### config.mk
export PLATFORM = sky130hd
export DESIGN_NAME = ram_slot_scheduler
export DESIGN_NICKNAME = d
export VERILOG_FILES = /design/src/rtl/zx_mem_pkg.sv /design/src/rtl/dma_starve_counter.sv /design/src/rtl/ram_slot_scheduler.sv
export SDC_FILE = /design/constraint.sdc
export NUM_CORES = 1
export LEC_CHECK = 0
export BUFFER_PORTS_ARGS = -buffer_cell sky130_fd_sc_hd__buf_2
export CORE_MARGIN = 5
export CORE_UTILIZATION = 35
export DETAILED_ROUTE_END_ITERATION = 10
export PLACE_DENSITY = 0.75
export SETUP_SLACK_MARGIN = 0.3
export SLEW_MARGIN = 20
export SYNTH_ARGS = -nofsm -noshare
export SYNTH_HDL_FRONTEND = slang
export SYNTH_HIERARCHICAL = 1
export SYNTH_SLANG_ARGS = --single-unit
### constraint.sdc
create_clock -name CLK_14MHZ -period 1.9 [get_ports CLK_14MHZ]
set_input_delay 0.285 -clock CLK_14MHZ [delete_from_list [all_inputs] [get_ports CLK_14MHZ]]
set_output_delay 0.285 -clock CLK_14MHZ [all_outputs]
set_load 0.03 [all_outputs]
### src/rtl/zx_mem_pkg.sv
// Shared definitions for the main-RAM slot scheduler: owner codes, slot numbers
// and the scheduler FSM state type.
package zx_mem_pkg;

   localparam logic [1:0] OWNER_IDLE = 2'd0;
   localparam logic [1:0] OWNER_VID  = 2'd1;
   localparam logic [1:0] OWNER_CPU  = 2'd2;
   localparam logic [1:0] OWNER_DMA  = 2'd3;

   localparam logic [1:0] SLOT_VID_ATTR = 2'd0;
   localparam logic [1:0] SLOT_VID_BMP  = 2'd1;

   typedef enum logic [2:0] {
      IDLE,
      VID,
      CPU,
      DMA_SETUP,
      DMA_STROBE
   } slotState_t;

   function automatic logic [1:0] ownerOf(slotState_t s);
      logic [1:0] o;
      o = OWNER_IDLE;
      case (s)
         VID:        o = OWNER_VID;
         CPU:        o = OWNER_CPU;
         DMA_SETUP:  o = OWNER_DMA;
         DMA_STROBE: o = OWNER_DMA;
         default:    o = OWNER_IDLE;
      endcase
      return o;
   endfunction

endpackage

### src/rtl/dma_starve_counter.sv
// Counts slot starts a DMA request has waited; flags starvation once the
// count reaches the limit so the next CPU slot is handed to DMA.
module dma_starve_counter #(
   parameter int STARVE_LIMIT = 6
) (
   input  logic CLK_14MHZ,
   input  logic CPU_RESET,
   input  logic inc_i,
   input  logic clear_i,
   output logic starved_o
);

   localparam logic [3:0] LIMIT = 4'(STARVE_LIMIT);

   logic [3:0] count_q, count_d;

   always_comb begin
      count_d = count_q;
      if (clear_i)
         count_d = 4'd0;
      else if (inc_i && (count_q < LIMIT))
         count_d = count_q + 4'd1;
   end

   always_ff @(posedge CLK_14MHZ or negedge CPU_RESET) begin
      if (!CPU_RESET)
         count_q <= 4'd0;
      else
         count_q <= count_d;
   end

   assign starved_o = (count_q >= LIMIT);

endmodule

### src/rtl/ram_slot_scheduler.sv
// Fixed four-slot arbiter for the single-ported main RAM, locked to hc0[3:0].
// Every output is registered: each edge computes what the next tick should show.
module ram_slot_scheduler #(
   parameter int AW           = 19,
   parameter int STARVE_LIMIT = 6
) (
   input  logic          CLK_14MHZ,
   input  logic          CPU_RESET,
   input  logic [3:0]    phase,
   input  logic          video_active,
   input  logic          cpu_mreq_n,
   input  logic          cpu_rd_n,
   input  logic          cpu_wr_n,
   input  logic          dma_req,
   input  logic          dma_we,
   input  logic [AW-1:0] dma_addr,
   input  logic [7:0]    dma_wdata,
   output logic          dma_ack,
   output logic [7:0]    dma_rdata,
   input  logic [7:0]    md_in,
   output logic [1:0]    sel,
   output logic          vid_attr_stb,
   output logic          vid_bmp_stb,
   output logic          ram_cs_n,
   output logic          ram_we_n,
   output logic          dma_md_oe,
   output logic          cpu_wait_n
);

   import zx_mem_pkg::*;

   slotState_t state_q, state_d;

   logic [3:0] nextPhase;
   logic       slotStart;
   logic       dmaReqLive;
   logic       vidSlot;
   logic       freeSlot;
   logic       starved;
   logic       starveInc;
   logic       dmaSlot;

   logic       vidGroup_q, vidGroup_d;
   logic       dmaWe_q, dmaWe_d;
   logic [1:0] sel_q, sel_d;
   logic       attrStb_q, attrStb_d;
   logic       bmpStb_q, bmpStb_d;
   logic       csN_q, csN_d;
   logic       weN_q, weN_d;
   logic       mdOe_q, mdOe_d;
   logic       ack_q, ack_d;
   logic [7:0] rdata_q, rdata_d;
   logic       waitN_q, waitN_d;

   // Address, write data and the CPU strobes are steered by the top-level MA/MD mux.
   logic unusedInputs;
   assign unusedInputs = ^{dma_addr, dma_wdata, cpu_rd_n, cpu_wr_n};

   // The request seen during the ack tick is the one just served, so it must not win again.
   always_comb begin
      nextPhase  = phase + 4'd1;
      slotStart  = (nextPhase[1:0] == 2'd0);
      dmaReqLive = dma_req && !ack_q;
      freeSlot   = !nextPhase[3];

      vidSlot = 1'b0;
      if (nextPhase[3:2] == SLOT_VID_ATTR)
         vidSlot = video_active;
      else if (nextPhase[3:2] == SLOT_VID_BMP)
         vidSlot = vidGroup_q;

      vidGroup_d = (phase == 4'hF) ? video_active : vidGroup_q;

      state_d = state_q;
      dmaWe_d = dmaWe_q;
      if (slotStart) begin
         if (vidSlot)
            state_d = VID;
         else if (dmaReqLive && starved)
            state_d = DMA_SETUP;
         else if (!cpu_mreq_n)
            state_d = CPU;
         else if (dmaReqLive && freeSlot)
            state_d = DMA_SETUP;
         else
            state_d = IDLE;
         if (state_d == DMA_SETUP)
            dmaWe_d = dma_we;
      end else if (state_q == DMA_SETUP) begin
         state_d = DMA_STROBE;
      end

      dmaSlot   = (state_d == DMA_SETUP) || (state_d == DMA_STROBE);
      starveInc = slotStart && dmaReqLive && !dmaSlot;

      sel_d     = ownerOf(state_d);
      csN_d     = !((state_d == VID) || dmaSlot);
      weN_d     = !((state_d == DMA_STROBE) && dmaWe_d && (nextPhase[1:0] != 2'd3));
      mdOe_d    = dmaSlot && dmaWe_d;
      attrStb_d = (state_d == VID) && (nextPhase == 4'd3);
      bmpStb_d  = (state_d == VID) && (nextPhase == 4'd7);
      ack_d     = (state_d == DMA_STROBE) && (nextPhase[1:0] == 2'd3);
      waitN_d   = !(!cpu_mreq_n && (sel_d != OWNER_CPU));

      rdata_d = rdata_q;
      if (ack_d && !dmaWe_d)
         rdata_d = md_in;
   end

   always_ff @(posedge CLK_14MHZ or negedge CPU_RESET) begin
      if (!CPU_RESET) begin
         state_q    <= IDLE;
         vidGroup_q <= 1'b0;
         dmaWe_q    <= 1'b0;
         sel_q      <= OWNER_IDLE;
         attrStb_q  <= 1'b0;
         bmpStb_q   <= 1'b0;
         csN_q      <= 1'b1;
         weN_q      <= 1'b1;
         mdOe_q     <= 1'b0;
         ack_q      <= 1'b0;
         rdata_q    <= 8'h00;
         waitN_q    <= 1'b1;
      end else begin
         state_q    <= state_d;
         vidGroup_q <= vidGroup_d;
         dmaWe_q    <= dmaWe_d;
         sel_q      <= sel_d;
         attrStb_q  <= attrStb_d;
         bmpStb_q   <= bmpStb_d;
         csN_q      <= csN_d;
         weN_q      <= weN_d;
         mdOe_q     <= mdOe_d;
         ack_q      <= ack_d;
         rdata_q    <= rdata_d;
         waitN_q    <= waitN_d;
      end
   end

   dma_starve_counter #(
      .STARVE_LIMIT (STARVE_LIMIT)
   ) starveCounter (
      .CLK_14MHZ (CLK_14MHZ),
      .CPU_RESET (CPU_RESET),
      .inc_i     (starveInc),
      .clear_i   (ack_q),
      .starved_o (starved)
   );

   assign sel          = sel_q;
   assign vid_attr_stb = attrStb_q;
   assign vid_bmp_stb  = bmpStb_q;
   assign ram_cs_n     = csN_q;
   assign ram_we_n     = weN_q;
   assign dma_md_oe    = mdOe_q;
   assign dma_ack      = ack_q;
   assign dma_rdata    = rdata_q;
   assign cpu_wait_n   = waitN_q;

endmodule

== Word level (Yosys, flattened, before mapping) ==
Index checks and enable logic that the tools add are counted.

* Register bits after elaboration: 26
* Input bits: 47
* Output and inout port bits: 17
* Logic and storage cells: 72

* Add/subtract/negate cells: 2
* Order comparisons: 2
* Eq/ne operators: 13
* Mux-type cells: 14
* Reduce and logical (&&, ||, !) cells: 28

{| class="wikitable"
|+ Operators with widths
! cell !! count
|-
| 1-bit logical AND || 14
|-
| 3-bit by 2-bit == test with 1-bit output (second input constant) || 4
|-
| 3-bit two-way mux || 3
|-
| 4-bit by 1-bit adder with 4-bit output (second input constant) || 2
|-
| 1-bit logical NOT || 8
|-
| 2-bit two-way mux || 4
|-
| 4-bit two-way mux || 2
|-
| 2-bit one-hot mux with 3 select lines || 1
|-
| 4-bit by 2-bit == test with 1-bit output (second input constant) || 1
|-
| 4-bit by 3-bit == test with 1-bit output (second input constant) || 1
|-
| 4-bit == test (second input constant) || 1
|-
| 4-bit by 3-bit greater-or-equal comparator with 1-bit output (second input constant) || 1
|-
| 2-bit logical NOT || 2
|-
| 4-bit by 3-bit less-than comparator with 1-bit output (second input constant) || 1
|-
| 1-bit two-way mux || 4
|-
| 2-bit inequality test (second input constant) || 2
|-
| 3-bit by 1-bit == test with 1-bit output (second input constant) || 1
|-
| 3-bit == test (second input constant) || 1
|-
| 2-bit by 1-bit == test with 1-bit output (second input constant) || 1
|-
| 2-bit == test (second input constant) || 1
|-
| 1-bit logical OR || 2
|-
| 2-bit nonzero test || 1
|-
| 2-bit OR reduction || 1
|}

== Depth between registers and ports, before layout ==
Gate-level depths: netlist of run 1.

* Depth after elaboration: 16
* Depth in mapped cells: 10
* Mapped depth without buffers: 10

== By module ==
The synthesis of run 1 kept the hierarchy.

{| class="wikitable"
|+ By module, submodules not included
! module !! times used !! cells an instance !! area an instance (um^2) !! sequential area each (um^2)
|-
| ram_slot_scheduler || 1 || 80 || 996.0 || 554.3
|-
| dma_starve_counter || 1 || 22 || 225.2 || 100.1
|}

== Worst setup path before layout of run 1 ==
No wires, ideal clock.

* Path kind: register -> register
* From: reg starveCounter.count_q[1]
* To: reg starveCounter.count_q[0]
* Library setup time: 81 ps
* Arrival time: 1,840 ps
* Required time: 1,819 ps
* Setup slack: -21 ps
* Cell stages (with the launch flop): 10
* Path buffers: 0
* Clock period less this slack: 1,921 ps
* Path through: dfrtp_1 -> ha_1 -> o21ai_1 -> nand2b_1 -> a21oi_1 -> nor3b_2 -> nor3_1 -> nand2b_4 -> or3_1 -> a21oi_1

* Cells in the longest elaborated chain, start to end: 12
* Elaborated cells between the ends (all ways): 14
* Classes of those cells: order compare: 2; eq/ne: 2; mux: 4; reduce/logical: 6

{| class="wikitable"
|+ Ends and longest elaborated chain
! item !! RTL line !! text
|-
| start: declaration || dma_starve_counter.sv:15 || <nowiki>logic [3:0] count_q, count_d;</nowiki>
|-
| start signal: assignment || dma_starve_counter.sv:29 || <nowiki>count_q <= count_d;</nowiki>
|-
| 4-bit by 3-bit greater-or-equal comparator with 1-bit output * || dma_starve_counter.sv:32 || <nowiki>assign starved_o = (count_q >= LIMIT);</nowiki>
|-
| net starved || ram_slot_scheduler.sv:39 || <nowiki>logic starved;</nowiki>
|-
| 1-bit logical AND * || ram_slot_scheduler.sv:79 || <nowiki>else if (dmaReqLive && starved)</nowiki>
|-
| 2-bit two-way mux * || ram_slot_scheduler.sv:79 ||
|-
| 2-bit two-way mux * || ram_slot_scheduler.sv:77 || <nowiki>if (vidSlot)</nowiki>
|-
| 3-bit two-way mux * (2 in a row) || ram_slot_scheduler.sv:76 || <nowiki>if (slotStart) begin</nowiki>
|-
| 3-bit by 2-bit == test with 1-bit output / 3-bit == test (equally long branches) || ram_slot_scheduler.sv:93 || <nowiki>dmaSlot = (state_d == DMA_SETUP) || (state_d == DMA_STROBE);</nowiki>
|-
| 1-bit logical OR * || ram_slot_scheduler.sv:93 ||
|-
| 1-bit logical NOT * || ram_slot_scheduler.sv:94 || <nowiki>starveInc = slotStart && dmaReqLive && !dmaSlot;</nowiki>
|-
| 1-bit logical AND * || ram_slot_scheduler.sv:94 ||
|-
| net starveInc || ram_slot_scheduler.sv:40 || <nowiki>logic starveInc;</nowiki>
|-
| 1-bit logical AND * || dma_starve_counter.sv:21 || <nowiki>else if (inc_i && (count_q < LIMIT))</nowiki>
|-
| 2-bit nonzero test (no line) * || -- ||
|}

The timed path passes the listed nets; every way through them passes the cells marked *. The select of a mux whose other input is x is not followed.
A chain may end at the register's enable or synchronous reset.

== Final worst setup path of run 1 ==
Ends and elaborated chain as after synthesis.

==> results of run 1 <==
==> report_power, final <==
group          internal (uW)  switching (uW)
registers                732             107
clock network            117             162
logic                    399             496
total                   1250             765
==> flip-flops by register name, indices dropped and copies added (netlist names), 2 cells and up <==
signal,cells
starveCounter/count_q,4
sel,2
state_q,3
dma_rdata,8
==> logic make-up (layout without fill, tap and decap cells) <==
group                      Yosys count  after routing  synth area share
AOI/OAI and AO/OA                   19             19            0.1014
xor gates and xnor gates             1              1          0.007173
adders and majority gates            2              2           0.02049
buffers and inverters                5             52           0.02151
DFF                                 26             26            0.5359
muxes                               10             10            0.1168
and+or+nand+nor                     39             39            0.1967
==> layer usage <==
layer  vias up  part of all wire
met5         -                 0
met4         0             0.017
met3         4             0.054
met2        29              0.51
met1       450              0.42
li1        453                 -
==> worst max path at each step <==
stage	slack, ps	endpoint	cells past startpoint
floorplan	120	starveCounter/count_q[2]$_DFFE_PN0P_	9
global placement	50	starveCounter/count_q[2]$_DFFE_PN0P_	8
detailed placement	-70	starveCounter/count_q[2]$_DFFE_PN0P_	10
CTS	50	starveCounter/count_q[0]$_DFFE_PN0P_	9
global route	-30	starveCounter/count_q[0]$_DFFE_PN0P_	9
finish	50	starveCounter/count_q[0]$_DFFE_PN0P_	9
==> timing repair <==
item / CTS / global route
endpoints found under the hold margin: 23 / 0
pin swaps: 3 / 1
gates cloned: 0 / 0
endpoints found under the setup margin: 14 / 18
hold buffers: 1 / 0
setup buffers: 6 / 0
resized for setup: 4 / 5
==> metrics by stage <==
| step | util | setup TNS (ps) | total power [uW] | setup WS (ps) | hold slack (ps) |
|---|---|---|---|---|---|
| after floorplan | - | 0 | 1412 | 116.0 | -10.59 |
| after global placement | 0.4394 | 0 | 1624 | 51.51 | 297.8 |
| after detailed placement | 0.4394 | -140.9 | 1658 | -73.81 | 309.8 |
| after CTS | 0.4714 | 0 | 2015 | 48.10 | 177.7 |
| after global routing | 0.4762 | -63.49 | 2121 | -31.78 | 175.2 |
| final | 0.4762 | 0 | 2014 | 53.92 | 187.3 |
==> final cells by class <==
| class | instances | area (um2) |
|---|---|---|
| clock buffers | 4 | 36.28 |
| fillers | 330 | 1762 |
| inverters | 3 | 11.26 |
| multi-input cells | 71 | 581.8 |
| flip-flops and latches | 26 | 655.6 |
| well taps | 46 | 57.56 |
| repair buffers | 45 | 259.0 |
==> critical path, delay by kind of cell, from the launching register on <==
kind,cells,cell delay (ps)
flip-flops,1,410
AND/OR/NAND/NOR,5,820
adder cells (fa/ha/maj),1,190
AO/OA/AOI/OAI,3,370
==> cells in the final DEF, fill, tap and decap left out, types with 2 or more instances in the layout <==
master	synthesis	routed
a21oi_1	7	5
nand2_1	7	7
a21oi_2	1	3
buf_2	0	34
or3_4	0	2
and2_1	2	2
nand2b_1	4	4
clkbuf_4	0	3
mux2_4	8	9
nor3b_2	2	2
inv_1	3	2
nor3_1	4	3
dfstp_2	3	3
dfrtp_1	23	22
buf_4	0	9
nor2_1	6	6
o21ai_0	2	2
==> summary.txt, run 1 <==
Global route
  – Met3 Resource Use GR: 0.02326
  – Largest net degree at the start of global routing: 27
  – Grt ovf: 0
  – Gr usage total: 0.1170
  – Met1 usage: 0.1409
  – Vias in the first global route: 1,025
  – Busiest layer in global routing: met2
  – First-pass GRT wire length: 4616 um
  – Initial antenna violation count: 0
  – Met2 Usage GRT: 0.1896

Critical path
  – RR Startpoint: starveCounter/count_q[1]$_DFFE_PN0P_
  – Most frequent CP cell: a21oi_2
  – Cells along the critical path: ha_2 > o21ai_2 > nand2b_1 > a21oi_2 > nor3b_2 > nor3_2 > nand2b_4 > or3_4 > a21oi_2
  – Slowest-stage cell, CP: dfrtp_1
  – Worst Path Required: 2150 ps
  – Crit end category: flop
  – Worst r2r dst: starveCounter/count_q[0]$_DFFE_PN0P_
  – Reg2Reg Setup Slack: 50 ps
  – Startpoint types: flop
  – Slowest stage delay, CP: 410 ps
  – R2r worst-path depth: 9
  – CP Max Fanout: 3
  – Crit Path Class: reg2reg
  – Critical Path AT: 2100 ps
  – CP Launch Point: starveCounter/count_q[1]$_DFFE_PN0P_

Final layout
  – Synthesis-to-finish area growth: 31.15%
  – Layout cells sized above 1: 0.5369
  – Layout Nets: 199
  – Finished Layout Cells: 195
  – Inserted Diodes: 0
  – Final instance area: 1602 um2

STA
  – Crit path time final: 1846 ps
  – Clk_skew: 9.793 ps
  – Worst slew pin tran: 556.4 ps
  – RSZ-0062 raised after global routing: true
  – Slew headroom: 0.6251
  – Pins Over Slew Limit: 0
  – Crit share post-route: 0.9716
  – Final setup viols: 0
  – Final Hold Fails: 0
  – Max Clock Freq: 541.7 MHz

Worst hold path
  – Hold Path Sink: dma_rdata[5]$_DFFE_PN0P_
  – WHS Path Cells: 2
  – Min-delay src: md_in[5]
  – Min-Delay Path Class: in2reg

Route
  – Vias: 936
  – Total wire length: 2815 um
  – DRC Markers: 0
  – ANT nets after route: 0
  – Total iterations of the first detailed-routing run: 4
  – Via/cell ratio: 4.800
  – Initial drt markers: 70
  – Routed length per placed instance: 14.44 um

Die
  – Die height: 69.07 um
  – # rows: 21
  – Die ar.: 4771 um2
  – Initial Util: 0.3631
  – Die X: 69.07 um
  – Core footprint: 3363 um2
  – I/O pin count: 64

Clock network
  – Reg clk slew, reported paths: 140 ps
  – CTS tree: done
  – Total CTS buffers: 3
  – Htree depth: 1
  – Clock Tree Buf Depth: 2
  – Clock Latency Late Sink: 320 ps
  – CTS root buffer: clkbuf_4
  – Clk sinks: 26

Synth
  – Register area share after synthesis: 0.5359
  – Most numerous cell in the Yosys netlist: dfrtp_1
  – Top cell type's share of synthesized area: 0.4713
  – Synth top area cells: dfrtp_1, mux2_4, dfstp_2, a21oi_1, nand2_1
  – Flops & latches, synth: 26
  – Syn avg cell area: 11.97 um2
  – Primary FF master, synth: dfrtp_1
  – Dominant cell type by area after synthesis: dfrtp_1
  – Synth cell types: 38
  – Synth Net Count: 151
  – Yosys warns: 6
  – Post-synth EDFFs: 0
  – Post-synth top cells: dfrtp_1, mux2_4, a21oi_1, nand2_1, nor2_1
  – Share of async-settable or async-resettable flops after synthesis: 1.000
  – Syn Std Cell Area: 1221 um2
  – Syn Inst Count: 102

Power
  – PD cells: 1257 nW/um2
  – P_leak: 0.0007932 uW
  – Peak supply drop: 0.0003379 V

Placed design
  – HPWL after DPL: 1981 um
  – Post-placement cell count: 184
  – Placed Area: 1478 um2
  – I/O Buffers: 34
  – Placer Congestion: 0.7742

Job
  – Max Cap Viol: 0

Run status
  – Outcome: complete, no violations
Note: power is estimated with default switching activity, not from simulation.
==> run 2: changes to the inputs <==
Settings changed: ABC_AREA set to 1, CAP_MARGIN set to 5, PLACE_DENSITY 0.75 to 0.74, TNS_END_PERCENT set to 1.
==> run 2 against run 1 <==
Against the previous run:
- clock-buffer cell count decreased by 1
- critical path depth increased by 5
- core utilization decreased by 0.88 points
- die area increased by 3.7%
- highest routed layer is now met3
==> summary.txt, run 2 <==
Run status
  – Outcome: complete, no violations

Critical path
  – Slowest-stage cell, CP: dfrtp_1
  – Reg2Reg Setup Slack: 250 ps (+200 ps)
  – Worst Path Required: 2100 ps (-50 ps)
  – WP depth: 14 (+5)
  – Crit end category: flop
  – Kind of cell adding the most delay to the critical path: simple AND/OR/NAND/NOR gates
  – CP Max Fanout: 2 (-1)
  – Startpoint types: flop
  – RR Startpoint: starveCounter/count_q[0]$_DFFE_PN0P_
  – CP Buf/Inv Count: 3 (+3)
  – R2r worst-path depth: 14 (+5)
  – CP Launch Point: starveCounter/count_q[0]$_DFFE_PN0P_
  – Cells along the critical path: inv_1 > ha_2 > nand2_1 > nand3_1 > nand2_1 > nand2_1 > a21oi_2 > nor2_2 > nand2_2 > buf_4 > buf_6 > nand2_2 > nand2_2 > nor2_1
  – Critical Path AT: 1850 ps (-250 ps)
  – Crit path to: dma_md_oe$_DFF_PN0_
  – Slowest stage delay, CP: 390 ps (-20 ps)
  – Worst r2r dst: dma_md_oe$_DFF_PN0_
  – Crit Path Class: reg2reg

STA
  – Final setup viols: 0 (unchanged)
  – RSZ-0062 raised after global routing: true
  – Pins Over Slew Limit: 0 (unchanged)
  – Total Neg Setup Slack: 0 ps (unchanged)
  – Worst slew pin tran: 576.8 ps (+20.38 ps)
  – Slew headroom: 0.6155 (-0.009665)
  – Crit share post-route: 0.8679 (-0.1037)
  – Final Hold Fails: 0 (unchanged)
  – Max Clock Freq: 606.4 MHz (+12%)
  – Crit path time final: 1649 ps (-197.0 ps)
  – Clk_skew: 2.510 ps (-7.283 ps)

Synth
  – Dominant cell type by area after synthesis: dfrtp_1
  – Synth Area in Adders: 0.01965 (-0.0008454)
  – Post-synth top cells: nand2_1, inv_1, dfrtp_1, nand3_1, nor2_1
  – Compound-gate portion of the synthesized area: 0.07171 (-0.02973)
  – Syn avg cell area: 8.606 um2 (-28%)
  – Flops & latches, synth: 26 (unchanged)
  – Top cell type's share of synthesized area: 0.4519 (-0.01945)
  – Yosys warns: 6 (unchanged)
  – Synth top area cells: dfrtp_1, nand2_1, inv_1, dfstp_2, nand3_1
  – Mux contribution to synthesized area: 0.008841 (-0.1080)
  – Post-synthesis xor/xnor area fraction: 0 (-0.007172)
  – Synth cell types: 21 (-45%)
  – Share of async-settable or async-resettable flops after synthesis: 1.000 (unchanged)
  – Main combinational cell family by area after synthesis: simple AND/OR/NAND/NOR gates
  – Synth Net Count: 197 (+30%)
  – Post-synth EDFFs: 0 (unchanged)
  – Register area share after synthesis: 0.5138 (-0.02211)
  – Primary FF master, synth: dfrtp_1
  – Syn Inst Count: 148 (+45%)
  – Most numerous cell in the Yosys netlist: nand2_1
  – Syn Std Cell Area: 1274 um2 (+4.3%)
  – Synth Area in Simple Gates: 0.2917 (+0.09503)

Global route
  – First-pass GRT wire length: 4471 um (-3.1%)
  – Vias in the first global route: 1,078 (+5.2%)
  – Largest net degree at the start of global routing: 27 (unchanged)
  – Initial antenna violation count: 0 (unchanged)
  – Grt ovf: 0 (unchanged)
  – Gr usage total: 0.1109 (-0.006022)

Placed design
  – I/O Buffers: 34 (unchanged)
  – Placed Area: 1500 um2 (+1.5%)
  – HPWL after DPL: 1843 um (-6.9%)
  – Placer Congestion: 0.8047 (+3.9%)

Power
  – P_leak: 0.0009739 uW (+23%)
  – Peak supply drop: 0.0005449 V (+61%)
  – PD cells: 1287 nW/um2 (+2.4%)

Die
  – Initial Util: 0.3532 (-0.009868)
  – # rows: 22 (+4.8%)
  – Die X: 70.33 um (+1.8%)
  – Die ar.: 4946 um2 (+3.7%)
  – I/O pin count: 64 (unchanged)
  – Core footprint: 3606 um2 (+7.2%)
  – Die height: 70.33 um (+1.8%)

Clock network
  – Reg clk slew, reported paths: 90 ps (-50 ps)
  – Clock Latency Late Sink: 270 ps (-50 ps)
  – Total CTS buffers: 3 (unchanged)
  – Htree depth: 1 (unchanged)
  – Clk sinks: 26 (unchanged)
  – Clock Tree Buf Depth: 2 (unchanged)
  – CTS root buffer: clkbuf_8
  – CTS tree: done
  – Hold bufs inserted after CTS: 0 (-1)

Route
  – Routed length per placed instance: 10.48 um (-27%)
  – Total wire length: 2567 um (-8.8%)
  – ANT nets after route: 0 (unchanged)
  – Total iterations of the first detailed-routing run: 4 (unchanged)
  – Vias: 1,063 (+14%)
  – Via/cell ratio: 4.339 (-9.6%)
  – Initial drt markers: 31 (-56%)
  – DRC Markers: 0 (unchanged)

Final layout
  – Inserted Diodes: 0 (unchanged)
  – Layout cells sized above 1: 0.4315 (-0.1054)
  – Final instance area: 1685 um2 (+5.2%)
  – Layout Nets: 247 (+24%)
  – Most frequent cells in the layout: nand2_1, buf_2, inv_1
  – Most common cell after layout, fill and taps aside: nand2_1
  – Max reg flops: 8 (unchanged)
  – Synthesis-to-finish area growth: 32.32%

Job
  – Max Cap Viol: 0 (unchanged)

Worst hold path
  – Min-Delay Path Class: in2async
## run 2: cell types whose count changed after synthesis, moves of 4 or more
| cell | change |
|---|---|
| nand2_1 | +34 |
| nand3_1 | +13 |
| a21oi_1 | -6 |
| mux2_4 | -8 |
| o21ai_2 | +8 |
| nor2_1 | +5 |
| nand2_2 | +4 |
| nor3_1 | -4 |
| nand2b_1 | -4 |
| inv_1 | +23 |
## run 2: cell type report
type                            count  area [um2]
Fill cell                         362        1921
Sequential cell                    26       655.6
Multi-Input combinational cell     92       525.5
Timing Repair Buffer               46       264.0
Inverter                           29       108.9
Tap cell                           48       60.06
Clock buffer                        3       41.29
Clock inverter                      1       30.03
## run 2: worst min-delay path by stage
stage	startpoint	to
floorplan	CPU_RESET	dmaWe_q$_DFF_PN0_
global placement	CPU_RESET	vid_attr_stb$_DFF_PN0_
detailed placement	CPU_RESET	vid_bmp_stb$_DFF_PN0_
CTS	CPU_RESET	dma_rdata[1]$_DFFE_PN0P_
global route	CPU_RESET	dmaWe_q$_DFF_PN0_
finish	CPU_RESET	vid_bmp_stb$_DFF_PN0_
## run 2: metrics by stage
step,total power [uW],setup WS (ps),instances,utilization,hold WS [ps]
final,2169,250.9,245,0.4674,2.535
after global routing,2326,77.12,245,0.4674,57.95
after CTS,2189,252.3,245,0.4653,23.39
after detailed placement,1632,143.8,229,0.4160,324.3
after global placement,1612,156.8,229,0.4160,316.0
after floorplan,1418,300.5,148,-,-10.59
## run 2: routing by layer
layer  GRT usage  vias to the layer above  part of all wire
met5           0                        -                 0
met4     0.03191                        0                 0
met3     0.02158                        0             0.049
met2      0.2058                       23              0.52
met1      0.1271                      483              0.43
li1            -                      557                 -
## run 2: power breakdown
| group | switching (uW) | leakage (uW) | internal (uW) | total, uW |
|---|---|---|---|---|
| combinational | 567 | 0.000606 | 322 | 889 |
| sequential | 86.9 | 0.000332 | 735 | 822 |
| clock | 176 | 0.0000357 | 282 | 458 |
| total | 830 | 0.000974 | 1340 | 2170 |
## run 2: worst reg2reg max path, delay by kind of cell, from the launching register on
kind	cells	cell delay, ps
and+or+nand+nor	9	710
DFF	1	390
buffers and inverters	3	300
adders and majority gates	1	150
AOI/OAI and AO/OA	1	40
## run 2: timing repair
item,4_1_cts,5_1_grt
pin swaps,9,5
endpoints found under the setup margin,3,16
buffers inserted,12,0
resized for setup,6,3
## run 2: cells by family after synthesis
kind of cell | count (synthesis)
and+or+nand+nor | 78
AOI/OAI and AO/OA | 11
adders and majority gates | 2
muxes | 1
buffers and inverters | 30
DFF | 26
==> run 3: changes to the inputs <==
--- a/config.mk
+++ b/config.mk
@@ -6,5 +6,4 @@
 export NUM_CORES = 1
 export LEC_CHECK = 0
-export ABC_AREA = 1
 export BUFFER_PORTS_ARGS = -buffer_cell sky130_fd_sc_hd__buf_2
 export CAP_MARGIN = 5
@@ -12,5 +11,5 @@
 export CORE_UTILIZATION = 35
 export DETAILED_ROUTE_END_ITERATION = 10
-export PLACE_DENSITY = 0.74
+export PLACE_DENSITY = 0.75
 export SETUP_SLACK_MARGIN = 0.3
 export SLEW_MARGIN = 20
==> constraint.sdc (replaced) <==
create_clock -name CLK_14MHZ -period 1.9 [get_ports CLK_14MHZ]
set_input_delay 0.095 -clock CLK_14MHZ [delete_from_list [all_inputs] [get_ports CLK_14MHZ]]
set_output_delay 0.095 -clock CLK_14MHZ [all_outputs]
set_load 0.03 [all_outputs]
==> run 3 against run 2 <==
Against the previous run:
- final cell count decreased by 18%
- sequential power increased by 3.3%
- via count decreased by 9.9%
- first-iteration DRC count rose by 87%
- sequential share of layout area rose by 0.23 points
- core utilization rose by 3.1 points
==> summary.txt, run 3 (synthesized netlist as in run 1, its figures left out) <==
Power
  – Sequential share of power: 0.424 (+0.045)
  – Net switching power: 761.7 uW (-8.2%)
  – Pwr Total: 2002 uW (-7.7%)
  – PD cells: 1195 nW/um2 (-7.1%)
  – Clock power frac: 0.137 (-0.074)
  – Sw Ratio: 0.3804 (-0.002122)
  – P_leak: 0.0008129 uW (-17%)
  – Peak supply drop: 0.0003150 V (-42%)
  – Logic pwr share: 0.439 (+0.029)
  – Pint: 1240 uW (-7.4%)

Die
  – Initial Util: 0.3631 (+0.009868)
  – Core footprint: 3363 um2 (-6.7%)
  – Die ar.: 4771 um2 (-3.5%)
  – Die height: 69.07 um (-1.8%)
  – Die X: 69.07 um (-1.8%)
  – # rows: 21 (-4.5%)
  – I/O pin count: 64 (unchanged)

Critical path
  – CP Max Fanout: 2 (unchanged)
  – Reg2Reg Setup Slack: 70 ps (-180 ps)
  – Critical Path AT: 2080 ps (+230 ps)
  – Crit Path Class: reg2reg
  – Crit end category: flop
  – R2r worst-path depth: 10 (-4)
  – Startpoint types: flop
  – Worst Path Required: 2150 ps (+50 ps)

STA
  – Max Clock Freq: 547.0 MHz (-9.8%)
  – Worst slew pin tran: 563.0 ps (-13.82 ps)
  – Slew headroom: 0.6247 (+0.009213)
  – Total Neg Setup Slack: 0 ps (unchanged)
  – Clk_skew: 1.797 ps (-0.7130 ps)
  – Crit share post-route: 0.9621 (+0.09419)
  – Final hold slack: 17.32 ps (+14.78 ps)
  – Crit path time final: 1828 ps (+179.0 ps)
  – Final setup viols: 0 (unchanged)
  – Pins Over Slew Limit: 0 (unchanged)
  – RSZ-0062 raised after global routing: true
  – Final setup margin: 71.99 ps (-179.0 ps)
  – Final Hold Fails: 0 (unchanged)

Placed design
  – I/O Buffers: 34 (unchanged)
  – HPWL after DPL: 1900 um (+3.1%)
  – Place WS: -29.84 ps (-173.6 ps)
  – Placer Congestion: 0.8192 (+1.8%)
  – Post-placement cell count: 183 (-20%)

Global route
  – Vias in the first global route: 1,012 (-6.1%)
  – First-pass GRT wire length: 4712 um (+5.4%)
  – Initial antenna violation count: 0 (unchanged)
  – Grt ovf: 0 (unchanged)
  – Largest net degree at the start of global routing: 27 (unchanged)
  – Gr usage total: 0.1176 (+0.006667)

Route
  – Total wire length: 2786 um (+8.5%)
  – Top layer in use: met4
  – Initial drt markers: 58 (+87%)
  – ANT nets after route: 0 (unchanged)
  – Routed length per placed instance: 13.86 um (+32%)
  – DRC Markers: 0 (unchanged)
  – Met2 wire length: 1421 um (+6.4%)
  – Vias: 958 (-9.9%)
  – Via/cell ratio: 4.766 (+9.9%)
  – WL met3: 150 um (+18%)
  – Total iterations of the first detailed-routing run: 4 (unchanged)
  – Routed met1 length: 1173 um (+6.3%)

Job
  – Max Cap Viol: 0 (unchanged)

Clock network
  – CTS root buffer: clkbuf_4
  – CTS tree: done
  – Reg clk slew, reported paths: 130 ps (+40 ps)
  – Htree depth: 1 (unchanged)
  – Clock Tree Buf Depth: 2 (unchanged)
  – Total CTS buffers: 3 (unchanged)
  – Clock Latency Late Sink: 320 ps (+50 ps)
  – Clk sinks: 26 (unchanged)

Final layout
  – Layout Nets: 205 (-17%)
  – Max reg flops: 8 (unchanged)
  – Most common cell after layout, fill and taps aside: buf_2
  – Synthesis-to-finish area growth: 37.19%
  – Layout cells sized above 1: 0.4710 (+0.03950)
  – Most frequent cells in the layout: buf_2, dfrtp_1, dlygate4sd3_1
  – Inserted Diodes: 0 (unchanged)
  – # fillers: 303 (-16%)
  – Finished Layout Cells: 201 (-18%)

Run status
  – Outcome: complete, no violations

Worst hold path
  – Min-Delay Path Class: in2reg
  – WHS Path Cells: 2
==> run 3: cell count changes in the layout (fill, tap and decap cells not counted), moves of 9 or more <==
cell	previous run	this run
inv_1	26	3
dlygate4sd3_1	0	11
nand2_2	9	0
mux2_4	0	9
nand2_1	36	7
nand3_1	14	1
==> run 3: cell type report <==
cell class | count | area, um2 | area share
clock buffer | 4 | 36.28 | 0.02166
inverter | 3 | 11.26 | 0.006721
multi-input combinational | 71 | 589.3 | 0.3518
sequential | 26 | 655.6 | 0.3913
tap | 46 | 57.56 | 0.03435
timing repair buffer | 51 | 325.3 | 0.1942
==> run 3: per-layer routing <==
| layer | global-route usage | vias to the layer above |
|---|---|---|
| li1 | - | 465 |
| met1 | 0.1483 | 458 |
| met2 | 0.1917 | 31 |
| met3 | 0.02616 | 4 |
| met4 | 0.05206 | 0 |
| met5 | 0 | - |
==> run 3: power groups by stage <==
stage | logic, uW | clock network, uW | registers [uW]
floorplan | 332 | 0 | 1080
global placement | 786 | 0 | 834
detailed placement | 805 | 0 | 853
CTS | 855 | 286 | 841
global route | 946 | 307 | 870
finish | 879 | 274 | 849
==> run 3: worst max-delay path, cell delays in order, from the launching register on <==
cell	delay [ps]
dfrtp_1	390
inv_1	50
ha_2	160
o21ai_2	110
nand2b_1	90
a21oi_2	140
nor3b_2	80
nor3_2	210
nand2b_4	70
or3_1	300
a21oi_1	150
==> run 3: final timing paths <==
path | start | endpoint
min in group asynchronous | CPU_RESET | dma_rdata[1]$_DFFE_PN0P_
worst min-delay path | video_active | vidGroup_q$_DFFE_PN0N_
worst min register to register | dma_rdata[0]$_DFFE_PN0P_ | dma_rdata[0]$_DFFE_PN0P_
worst max register to register | starveCounter/count_q[0]$_DFFE_PN0P_ | starveCounter/count_q[0]$_DFFE_PN0P_
worst max-delay path | starveCounter/count_q[0]$_DFFE_PN0P_ | starveCounter/count_q[0]$_DFFE_PN0P_
max in group asynchronous | CPU_RESET | state_q[0]$_DFF_PN0_
==> run 3: metrics by stage <==
stage	util	cell area (um2)
after global routing	0.4981	1675
after global placement	0.4371	1470
after detailed placement	0.4371	1470
after CTS	0.4870	1638
final	0.4981	1675
after floorplan	-	1235
==> run 3: timing repair <==
action / in CTS / in global routing
cloned: 0 / 0
hold buffers: 10 / 1
hold endpoints to repair: 32 / 1
pin swaps: 3 / 3
resized for setup: 2 / 6
setup endpoints to repair: 13 / 19
buffers inserted: 3 / 0
